$ cat config.mk
export PLATFORM = sky130hd
export DESIGN_NAME = spike_input_arbiter_flat
export DESIGN_NICKNAME = d
export VERILOG_FILES = /design/src/rtl/spike_input_arbiter_if.sv /design/src/rtl/spike_input_arbiter.sv /design/src/flat_wrapper.sv
export SDC_FILE = /design/constraint.sdc
export NUM_CORES = 1
export LEC_CHECK = 0
export CORE_MARGIN = 10
export CORE_UTILIZATION = 40
export CTS_CLUSTER_SIZE = 40
export DETAILED_ROUTE_END_ITERATION = 10
export GPL_TIMING_DRIVEN = 0
export PLACE_DENSITY_LB_ADDON = 0.25
export SLEW_MARGIN = 30
export SYNTH_ARGS = -nofsm -noshare
export SYNTH_HDL_FRONTEND = slang
export SYNTH_SLANG_ARGS = --single-unit
$ cat constraint.sdc
create_clock -name clk -period 1.8 [get_ports clk]
set_clock_uncertainty 0.15 [all_clocks]
set_input_delay 0.36 -clock clk [delete_from_list [all_inputs] [get_ports clk]]
set_output_delay 0.36 -clock clk [all_outputs]
set_load 0.03 [all_outputs]
$ cat src/rtl/spike_input_arbiter_if.sv
// Spike arbiter bus: HLS and recurrent request channels, router output channel and statistics.
// The master side drives the requests and router ready; the slave side is the arbiter.
interface spike_input_arbiter_if #(
  parameter int unsigned NEURON_ID_WIDTH = 8,
  parameter int unsigned WEIGHT_WIDTH    = 8,
  parameter int unsigned CNT_WIDTH       = 32
);
  logic                       hls_valid;
  logic [NEURON_ID_WIDTH-1:0] hls_neuron_id;
  logic [WEIGHT_WIDTH-1:0]    hls_weight;
  logic                       hls_ready;
  logic                       rec_valid;
  logic [NEURON_ID_WIDTH-1:0] rec_neuron_id;
  logic                       rec_ready;
  logic                       rec_enable;
  logic                       m_valid;
  logic [NEURON_ID_WIDTH-1:0] m_neuron_id;
  logic [WEIGHT_WIDTH-1:0]    m_weight;
  logic                       m_src;
  logic                       m_ready;
  logic [CNT_WIDTH-1:0]       hls_grant_count;
  logic [CNT_WIDTH-1:0]       rec_grant_count;
  logic [CNT_WIDTH-1:0]       rec_drop_count;
  logic                       arb_state;

  modport master (
    output hls_valid, hls_neuron_id, hls_weight, rec_valid, rec_neuron_id, rec_enable, m_ready,
    input  hls_ready, rec_ready, m_valid, m_neuron_id, m_weight, m_src,
    input  hls_grant_count, rec_grant_count, rec_drop_count, arb_state
  );

  modport slave (
    input  hls_valid, hls_neuron_id, hls_weight, rec_valid, rec_neuron_id, rec_enable, m_ready,
    output hls_ready, rec_ready, m_valid, m_neuron_id, m_weight, m_src,
    output hls_grant_count, rec_grant_count, rec_drop_count, arb_state
  );
endinterface

$ cat src/rtl/spike_input_arbiter.sv
// Two-way spike arbiter: HLS has priority, but a burst limit forces a recurrent grant so the
// neuron array cannot starve. Single registered output word toward the router.
module spike_input_arbiter #(
  parameter int unsigned NEURON_ID_WIDTH = 8,
  parameter int unsigned WEIGHT_WIDTH    = 8,
  parameter int unsigned MAX_BURST       = 4,
  parameter int unsigned CNT_WIDTH       = 32
) (
  input logic                  clk,
  input logic                  rst,
  spike_input_arbiter_if.slave bus_io
);

  localparam int unsigned BurstW = (MAX_BURST > 1) ? $clog2(MAX_BURST) : 1;
  localparam logic [BurstW-1:0] BurstLast = BurstW'(MAX_BURST - 1);

  typedef enum logic {StPrioHls = 1'b0, StForceRec = 1'b1} state_e;

  state_e                     state_q;
  logic [BurstW-1:0]          burst_q;
  logic                       m_valid_q;
  logic [NEURON_ID_WIDTH-1:0] m_neuron_id_q;
  logic [WEIGHT_WIDTH-1:0]    m_weight_q;
  logic                       m_src_q;
  logic [CNT_WIDTH-1:0]       hls_cnt_q, rec_cnt_q, drop_cnt_q;

  logic slot_free, rec_pend, rec_drop, grant_hls, grant_rec;

  always_comb begin
    slot_free = ~m_valid_q | bus_io.m_ready;
    rec_pend  = bus_io.rec_valid & bus_io.rec_enable;
    rec_drop  = bus_io.rec_valid & ~bus_io.rec_enable;
    grant_hls = 1'b0;
    grant_rec = 1'b0;
    if (slot_free) begin
      if (state_q == StPrioHls) begin
        grant_hls = bus_io.hls_valid;
        grant_rec = ~bus_io.hls_valid & rec_pend;
      end else begin
        grant_rec = rec_pend;
        grant_hls = ~rec_pend & bus_io.hls_valid;
      end
    end
  end

  always_ff @(posedge clk) begin
    if (rst) begin
      state_q       <= StPrioHls;
      burst_q       <= '0;
      m_valid_q     <= 1'b0;
      m_neuron_id_q <= '0;
      m_weight_q    <= '0;
      m_src_q       <= 1'b0;
      hls_cnt_q     <= '0;
      rec_cnt_q     <= '0;
      drop_cnt_q    <= '0;
    end else begin
      // Burst tracking only advances while a recurrent spike is actually waiting.
      if (grant_hls && rec_pend) begin
        if (state_q == StPrioHls && burst_q == BurstLast) begin
          state_q <= StForceRec;
          burst_q <= '0;
        end else begin
          burst_q <= burst_q + BurstW'(1);
        end
      end else if (grant_rec || !rec_pend) begin
        burst_q <= '0;
      end

      if (state_q == StForceRec && (grant_rec || !rec_pend)) begin
        state_q <= StPrioHls;
      end

      if (grant_hls) begin
        m_valid_q     <= 1'b1;
        m_neuron_id_q <= bus_io.hls_neuron_id;
        m_weight_q    <= bus_io.hls_weight;
        m_src_q       <= 1'b0;
        hls_cnt_q     <= hls_cnt_q + CNT_WIDTH'(1);
      end else if (grant_rec) begin
        m_valid_q     <= 1'b1;
        m_neuron_id_q <= bus_io.rec_neuron_id;
        m_weight_q    <= '0;
        m_src_q       <= 1'b1;
        rec_cnt_q     <= rec_cnt_q + CNT_WIDTH'(1);
      end else if (bus_io.m_ready) begin
        m_valid_q <= 1'b0;
      end

      if (rec_drop) begin
        drop_cnt_q <= drop_cnt_q + CNT_WIDTH'(1);
      end
    end
  end

  assign bus_io.hls_ready       = grant_hls;
  assign bus_io.rec_ready       = grant_rec | rec_drop;
  assign bus_io.m_valid         = m_valid_q;
  assign bus_io.m_neuron_id     = m_neuron_id_q;
  assign bus_io.m_weight        = m_weight_q;
  assign bus_io.m_src           = m_src_q;
  assign bus_io.hls_grant_count = hls_cnt_q;
  assign bus_io.rec_grant_count = rec_cnt_q;
  assign bus_io.rec_drop_count  = drop_cnt_q;
  assign bus_io.arb_state       = state_q;

endmodule
$ cat src/flat_wrapper.sv
// flat-port wrapper written by rule: the top's interface ports become plain ports
module spike_input_arbiter_flat 
#(
  parameter int unsigned NEURON_ID_WIDTH = 8,
  parameter int unsigned WEIGHT_WIDTH    = 8,
  parameter int unsigned MAX_BURST       = 4,
  parameter int unsigned CNT_WIDTH       = 32
)
  (clk, rst, bus_io_hls_valid, bus_io_hls_neuron_id, bus_io_hls_weight, bus_io_rec_valid, bus_io_rec_neuron_id, bus_io_rec_enable, bus_io_m_ready, bus_io_hls_ready, bus_io_rec_ready, bus_io_m_valid, bus_io_m_neuron_id, bus_io_m_weight, bus_io_m_src, bus_io_hls_grant_count, bus_io_rec_grant_count, bus_io_rec_drop_count, bus_io_arb_state);
  spike_input_arbiter_if #(.NEURON_ID_WIDTH(NEURON_ID_WIDTH), .WEIGHT_WIDTH(WEIGHT_WIDTH), .CNT_WIDTH(CNT_WIDTH)) bus_io_i ();
  input logic clk;
  input logic rst;
  input wire logic [$bits(bus_io_i.hls_valid)-1:0] bus_io_hls_valid;
  input wire logic [$bits(bus_io_i.hls_neuron_id)-1:0] bus_io_hls_neuron_id;
  input wire logic [$bits(bus_io_i.hls_weight)-1:0] bus_io_hls_weight;
  input wire logic [$bits(bus_io_i.rec_valid)-1:0] bus_io_rec_valid;
  input wire logic [$bits(bus_io_i.rec_neuron_id)-1:0] bus_io_rec_neuron_id;
  input wire logic [$bits(bus_io_i.rec_enable)-1:0] bus_io_rec_enable;
  input wire logic [$bits(bus_io_i.m_ready)-1:0] bus_io_m_ready;
  output wire logic [$bits(bus_io_i.hls_ready)-1:0] bus_io_hls_ready;
  output wire logic [$bits(bus_io_i.rec_ready)-1:0] bus_io_rec_ready;
  output wire logic [$bits(bus_io_i.m_valid)-1:0] bus_io_m_valid;
  output wire logic [$bits(bus_io_i.m_neuron_id)-1:0] bus_io_m_neuron_id;
  output wire logic [$bits(bus_io_i.m_weight)-1:0] bus_io_m_weight;
  output wire logic [$bits(bus_io_i.m_src)-1:0] bus_io_m_src;
  output wire logic [$bits(bus_io_i.hls_grant_count)-1:0] bus_io_hls_grant_count;
  output wire logic [$bits(bus_io_i.rec_grant_count)-1:0] bus_io_rec_grant_count;
  output wire logic [$bits(bus_io_i.rec_drop_count)-1:0] bus_io_rec_drop_count;
  output wire logic [$bits(bus_io_i.arb_state)-1:0] bus_io_arb_state;
  assign bus_io_i.hls_valid = bus_io_hls_valid;
  assign bus_io_i.hls_neuron_id = bus_io_hls_neuron_id;
  assign bus_io_i.hls_weight = bus_io_hls_weight;
  assign bus_io_i.rec_valid = bus_io_rec_valid;
  assign bus_io_i.rec_neuron_id = bus_io_rec_neuron_id;
  assign bus_io_i.rec_enable = bus_io_rec_enable;
  assign bus_io_i.m_ready = bus_io_m_ready;
  assign bus_io_hls_ready = bus_io_i.hls_ready;
  assign bus_io_rec_ready = bus_io_i.rec_ready;
  assign bus_io_m_valid = bus_io_i.m_valid;
  assign bus_io_m_neuron_id = bus_io_i.m_neuron_id;
  assign bus_io_m_weight = bus_io_i.m_weight;
  assign bus_io_m_src = bus_io_i.m_src;
  assign bus_io_hls_grant_count = bus_io_i.hls_grant_count;
  assign bus_io_rec_grant_count = bus_io_i.rec_grant_count;
  assign bus_io_rec_drop_count = bus_io_i.rec_drop_count;
  assign bus_io_arb_state = bus_io_i.arb_state;
  spike_input_arbiter #(.NEURON_ID_WIDTH(NEURON_ID_WIDTH), .WEIGHT_WIDTH(WEIGHT_WIDTH), .MAX_BURST(MAX_BURST), .CNT_WIDTH(CNT_WIDTH)) u_core (.clk(clk), .rst(rst), .bus_io(bus_io_i));
endmodule
==> results of run 1 <==
==> metal layers <==
metal  up-vias  global-route usage
li1       2540                   -
met1      2618               0.217
met2       164               0.310
met3        24              0.0665
met4         0              0.0701
met5         -                   0
==> power groups by stage <==
| stage | logic [µW] | registers (µW) | clock network [µW] |
|---|---|---|---|
| global route | 552 | 2610 | 3280 |
| finish | 516 | 2610 | 3100 |
| CTS | 492 | 2620 | 3140 |
| global placement | 431 | 2680 | 0 |
| detailed placement | 438 | 2680 | 0 |
| floorplan | 155 | 2750 | 0 |
==> metrics by stage <==
stage / instances / hold WS (ns)
final: 1005 / 0.347
after floorplan: 589 / 0.359
after CTS: 976 / 0.334
after global routing: 1004 / 0.367
after detailed placement: 906 / 0.337
after global placement: 906 / 0.321
==> cell usage in the layout (no fill, tap or decap), types with 25 or more instances in the layout <==
cell / n
xor2_1: 44
dfxtp_2: 25
xnor2_1: 31
nand4_1: 27
dfxtp_4: 38
buf_4: 60
nand2_1: 30
nor2_1: 96
dlygate4sd2_1: 99
dfxtp_1: 54
==> layout make-up <==
type                            instances  area (µm²)
Fill cell                            1014        4050
Inverter                                8        30.0
Antenna cell                            2        5.00
Clock buffer                           28         527
Sequential cell                       117        2520
Buffer                                 26         196
Tap cell                              172         215
Clock inverter                          4        20.0
Timing Repair Buffer                  213        1900
Multi-Input combinational cell        435        3160
==> worst paths after layout <==
path | slack [ns] | endpoint | depth (start not counted) | startpoint
hold / removal | 0.35 | u_core.bus_io.rec_grant_count[27]$_SDFFE_PP0P_ | 2 | u_core.bus_io.rec_grant_count[27]$_SDFFE_PP0P_
setup reg to reg | -0.21 | u_core.bus_io.rec_grant_count[30]$_SDFFE_PP0P_ | 7 | u_core.bus_io.m_valid$_SDFFE_PP0P_
hold reg to reg | 0.35 | u_core.bus_io.rec_grant_count[27]$_SDFFE_PP0P_ | 2 | u_core.bus_io.rec_grant_count[27]$_SDFFE_PP0P_
setup / recovery | -0.21 | bus_io_rec_ready | 5 | u_core.bus_io.m_valid$_SDFFE_PP0P_
==> timing repair <==
item / 4_1_cts / 5_1_grt
cloned: 2 / 2
pin swaps: 29 / 46
buffers inserted: 37 / 28
endpoints found under the setup margin: 218 / 91
resized for setup: 210 / 96
==> kinds of logic (layout without fill, tap and decap cells) <==
family / count (synthesis) / after routing / synth area share
AOI/OAI and AO/OA: 57 / 57 / 0.0658
xor gates and xnor gates: 75 / 75 / 0.128
adders and majority gates: 4 / 4 / 0.00975
buffers and inverters: 37 / 279 / 0.0275
DFF: 117 / 117 / 0.456
muxes: 10 / 10 / 0.0195
other: 0 / 2 / 0
and+or+nand+nor: 289 / 289 / 0.293
==> state kept, by name, summed over array words and instances (netlist names) <==
name and cells:
u_core.burst_q 2, u_core.bus_io.arb_state 1, u_core.bus_io.hls_grant_count 32, u_core.bus_io.m_neuron_id 8
u_core.bus_io.m_src 1, u_core.bus_io.m_valid 1, u_core.bus_io.m_weight 8, u_core.bus_io.rec_drop_count 32
u_core.bus_io.rec_grant_count 32
==> critical path, stage by stage, from the launching register on <==
cell and delay (ns):
dfxtp_4 0.34, nor2b_4 0.13, nor3_4 0.21, clkbuf_8 0.17
or2_4 0.11, buf_6 0.12
==> results.yml, run 1 <==
detailed_routing:
  routed.top_layer: "met4"
  first_pass_iters: 5
  ant_nets: 0
  viasPerCell: 5.32
  num_vias: 5346
  wirelength_met1_mm: 7.62
  routed_wl_mm: 18.3
  post_drt_wl_per_cell_um: 18.3
  drc: 0
  met2WireLength_mm: 9.21
  dr_wl_met3_mm: 1.24
  drt_first_iter_violations: 459
floorplanning:
  start_util: 0.407
  core-area_um2: 12600
  die_h_um: 133
  rows: 41
  dieArea_um2: 17800
  top_level_ports: 147
  die_x_um: 133
place:
  post-place-ws_ns: -1.34
  post_dp_cell_area_um2: 7030
  hpwl_mm: 11.5
  port_buffers: 145
  place.gp.congestion: 0.856
clocking:
  cts_sinks: 117
  clk_latency_ns: 0.41
  tritoncts: "yes"
  cts_htree_levels: 4
  cts.clk_slew.worst_paths_ns: 0.05
  clockBufferDepth: 2
  numCtsBuffers: 17
  cts_hold_buf: 0
  root_buffer: "clkbuf_16"
sta:
  rsz0062_at_grt: "true"
  fin_setup_tns_ns: -2.33
  worst_pin_slew_ns: 0.763
  fin_crit_ns: 2.01
  max_freq_mhz: 496
  relSlewSlack: 0.491
  period_share: 1.12
  hold_violations: 0
  final_max_slew_viol_count: 0
  setup_viol: 28
  setup_slack_ns: -0.215
power:
  combPwrFrac: 0.083
  peakVddDrop_uv: 546
  clockPowerShare: 0.498
  p_sw_frac: 0.234
  p_int_uw: 4770
  seqPwrFrac: 0.419
  p_leak_uw: 0.00371
  p_per_area_nw_per_um2: 727
  p_total_uw: 6230
  p_sw_uw: 1460
yosys:
  synth_cells: 589
  syn_nets: 623
  synthArstFlopShare: 0
  ys_warn_count: 0
  synth_edf_count: 0
  syn_area_um2: 5130
  synth_common_cells: "117 x dfxtp_1, 98 x nor2_1, 44 x xor2_1, 35 x nand2_1, 33 x nand3_1"
  ys_seq_area_frac: 0.456
  synthTopCellsByArea: "dfxtp_1 46%, xor2_1 7.5%, nor2_1 7.2%, xnor2_1 5.3%, nand4_1 3.3%"
  synth.distinct_cells: 38
  synth.most_common_cell: "dfxtp_1"
  yosys.area.top_type: "dfxtp_1"
  ys.flop_type: "dfxtp_1"
  synth_top_area_share: 0.456
  avgSynthCellArea_um2: 8.72
  synth_seq_cells: 117
layout:
  postLayoutCoreUtil: 0.679
  fin_nets: 852
  area_growth_pct: 66.9
  drive_gt1_frac: 0.310
  stdcell_area_um2: 8570
global_routing:
  grt_usage: 0.187
  grt.overflow.total: 0
  grt_pass1_vias: 5165
  antenna_found_initial: 2
  grt_first_pass_wirelength_mm: 27.2
  grt_max_degree: 17
setup_path:
  start_kind: "flop"
  critPathCaptureType: "output pin"
  critPathArrivalTime_ns: 1.50
  crit_fanout: 3
  criticalPathCategory: "reg -> out"
  worst_ep_required_time_ns: 1.29
status:
  violations: "negative setup slack"
  outcome: "finished with violations"
job:
  cap_violations: 0
worst_hold_path:
  min_path_type: "reg -> reg"
No activity file was read; power rests on OpenSTA's default activity.
==> run 2, diff against run 1 <==
--- a/config.mk
+++ b/config.mk
@@ -5,7 +5,6 @@
 export SDC_FILE = /design/constraint.sdc
 export NUM_CORES = 1
 export LEC_CHECK = 0
-export CORE_MARGIN = 10
 export CORE_UTILIZATION = 40
 export CTS_CLUSTER_SIZE = 40
 export DETAILED_ROUTE_END_ITERATION = 10
==> run 2 against run 1 <==
  * The run still ends with negative setup slack left
  * Die area is 25% lower
  * Design area shrank 0.45%
  * Critical path depth up 2
  * Wire length shrank 9.2%
  * Fmax increased by 1.6%
  * Via count shrank 0.13%
  * Clock-buffer cell count unchanged
  * Non-clock buffer count grew 2
==> results.yml, run 2 (synthesis results as in run 1) <==
layout:
  stdcell_area_um2: 8530
  layout_commonest_cell: "dlygate4sd2_1"
  antennaDiodeCount: 0
  area_growth_pct: 66.1
  fin_cells: 1005
  mostFrequentLayoutCells: "106 x dlygate4sd2_1, 96 x nor2_1, 63 x buf_4"
  fin_nets: 854
  drive_gt1_frac: 0.299
global_routing:
  grt_first_pass_wirelength_mm: 24.5
  antenna_found_initial: 0
  grt_usage: 0.237
  grt_pass1_vias: 5144
  grt.overflow.total: 0
  grt_max_degree: 17
detailed_routing:
  routed.top_layer: "met4"
  met2WireLength_mm: 8.64
  ant_nets: 0
  viasPerCell: 5.31
  first_pass_iters: 5
  num_vias: 5339
  drc: 0
  wirelength_met1_mm: 6.83
  dr_wl_met3_um: 959
  post_drt_wl_per_cell_um: 16.6
  routed_wl_mm: 16.7
  drt_first_iter_violations: 364
sta:
  worst_pin_slew_ns: 0.791
  max_freq_mhz: 504
  final_max_slew_viol_count: 0
  relSlewSlack: 0.473
  rsz0062_at_grt: "true"
  whs_ns: 0.167
  fin_crit_ns: 1.98
  setup_viol: 15
  setup_slack_ns: -0.183
  period_share: 1.10
  hold_violations: 0
job:
  cap_violations: 0
power:
  p_total_uw: 6210
  peakVddDrop_uv: 488
  p_leak_uw: 0.00373
  p_per_area_nw_per_um2: 728
setup_path:
  critPathArrivalTime_ns: 2.17
  critPathCaptureType: "flop"
  crit_fanout: 4
  criticalPathCategory: "reg -> reg"
  reg2reg_slack_ns: -0.18
  worst_ep_required_time_ns: 1.99
  start_kind: "flop"
floorplanning:
  dieArea_um2: 13300
  top_level_ports: 147
  rows: 41
  start_util: 0.409
  core-area_um2: 12600
  die_h_um: 115
  die_x_um: 115
place:
  post-place-ws_ns: -1.33
  dp_cells: 906
  hpwl_mm: 10.1
  port_buffers: 145
  place.gp.congestion: 0.864
  post_dp_cell_area_um2: 7030
worst_hold_path:
  min_path_type: "in -> reg"
clocking:
  tritoncts: "yes"
  cts.clk_slew.worst_paths_ns: 0.05
  root_buffer: "clkbuf_16"
  clockBufferDepth: 2
  cts_hold_buf: 0
  numCtsBuffers: 17
  cts_htree_levels: 4
  cts_sinks: 117
  clk_latency_ns: 0.41
status:
  outcome: "finished with violations"
  violations: "negative setup slack"
==> run 2: changes by cell type in the layout (fill, tap and decap cells not counted), moves of 4 or more <==
cell             previous run  this run
nand2_1                    30        34
nand2_2                     5         1
clkbuf_8                    9         5
clkdlybuf4s15_1            14         7
dlygate4sd2_1              99       106
==> run 2: critical path, stage by stage, from the launching register on <==
cell      delay [ns]
dfxtp_2         0.32
buf_4           0.13
nand2b_4        0.08
nand3_4         0.11
buf_6           0.15
or3_4           0.36
or4_4           0.49
a21oi_1         0.12
==> run 2: final cells by class <==
cell class / count / area [µm²]
tap: 172 / 215
multi-input combinational: 435 / 3130
clock inverter: 4 / 20.0
sequential: 117 / 2510
timing repair buffer: 215 / 1910
clock buffer: 28 / 528
buffer: 26 / 189
inverter: 8 / 32.5
fill: 1020 / 4040
==> run 2: report_power, final <==
part,internal [µW],total [µW],switching (µW)
clock,1980,3110,1130
sequential,2590,2620,30.7
combinational,206,490,284
total,4770,6210,1440
==> run 2: what timing repair did <==
action                                  in CTS  in global routing
gates resized for setup                    187                105
pin swaps                                   16                 38
buffers inserted                            32                 35
gates cloned                                 0                  4
endpoints found under the setup margin     216                 74
hold endpoints to repair                     0                  0
==> run 2: through the flow <==
| step | utilization | setup TNS (ns) |
|---|---|---|
| after detailed placement | 0.559 | -67.45 |
| after CTS | 0.628 | -0.630 |
| final | 0.679 | -1.06 |
| after global placement | 0.559 | -63.41 |
| after floorplan | - | -0.297 |
| after global routing | 0.679 | -3.19 |
==> run 2: path summary, 6_finish.rpt <==
| kind | from | to | cells past startpoint |
|---|---|---|---|
| hold reg to reg | u_core.bus_io.m_weight[4]$_SDFFE_PP0P_ | u_core.bus_io.m_weight[4]$_SDFFE_PP0P_ | 2 |
| setup reg to reg | u_core.bus_io.m_valid$_SDFFE_PP0P_ | u_core.bus_io.hls_grant_count[29]$_SDFFE_PP0N_ | 7 |
| setup / recovery | u_core.bus_io.m_valid$_SDFFE_PP0P_ | u_core.bus_io.hls_grant_count[29]$_SDFFE_PP0N_ | 7 |
| hold / removal | bus_io_rec_enable | u_core.bus_io.arb_state$_SDFFE_PP0P_ | 3 |
==> run 2: layer usage <==
metal  track usage  vias up
li1              -     2535
met1         0.279     2603
met2         0.404      179
met3        0.0654       22
met4        0.0996        0
met5             0        -
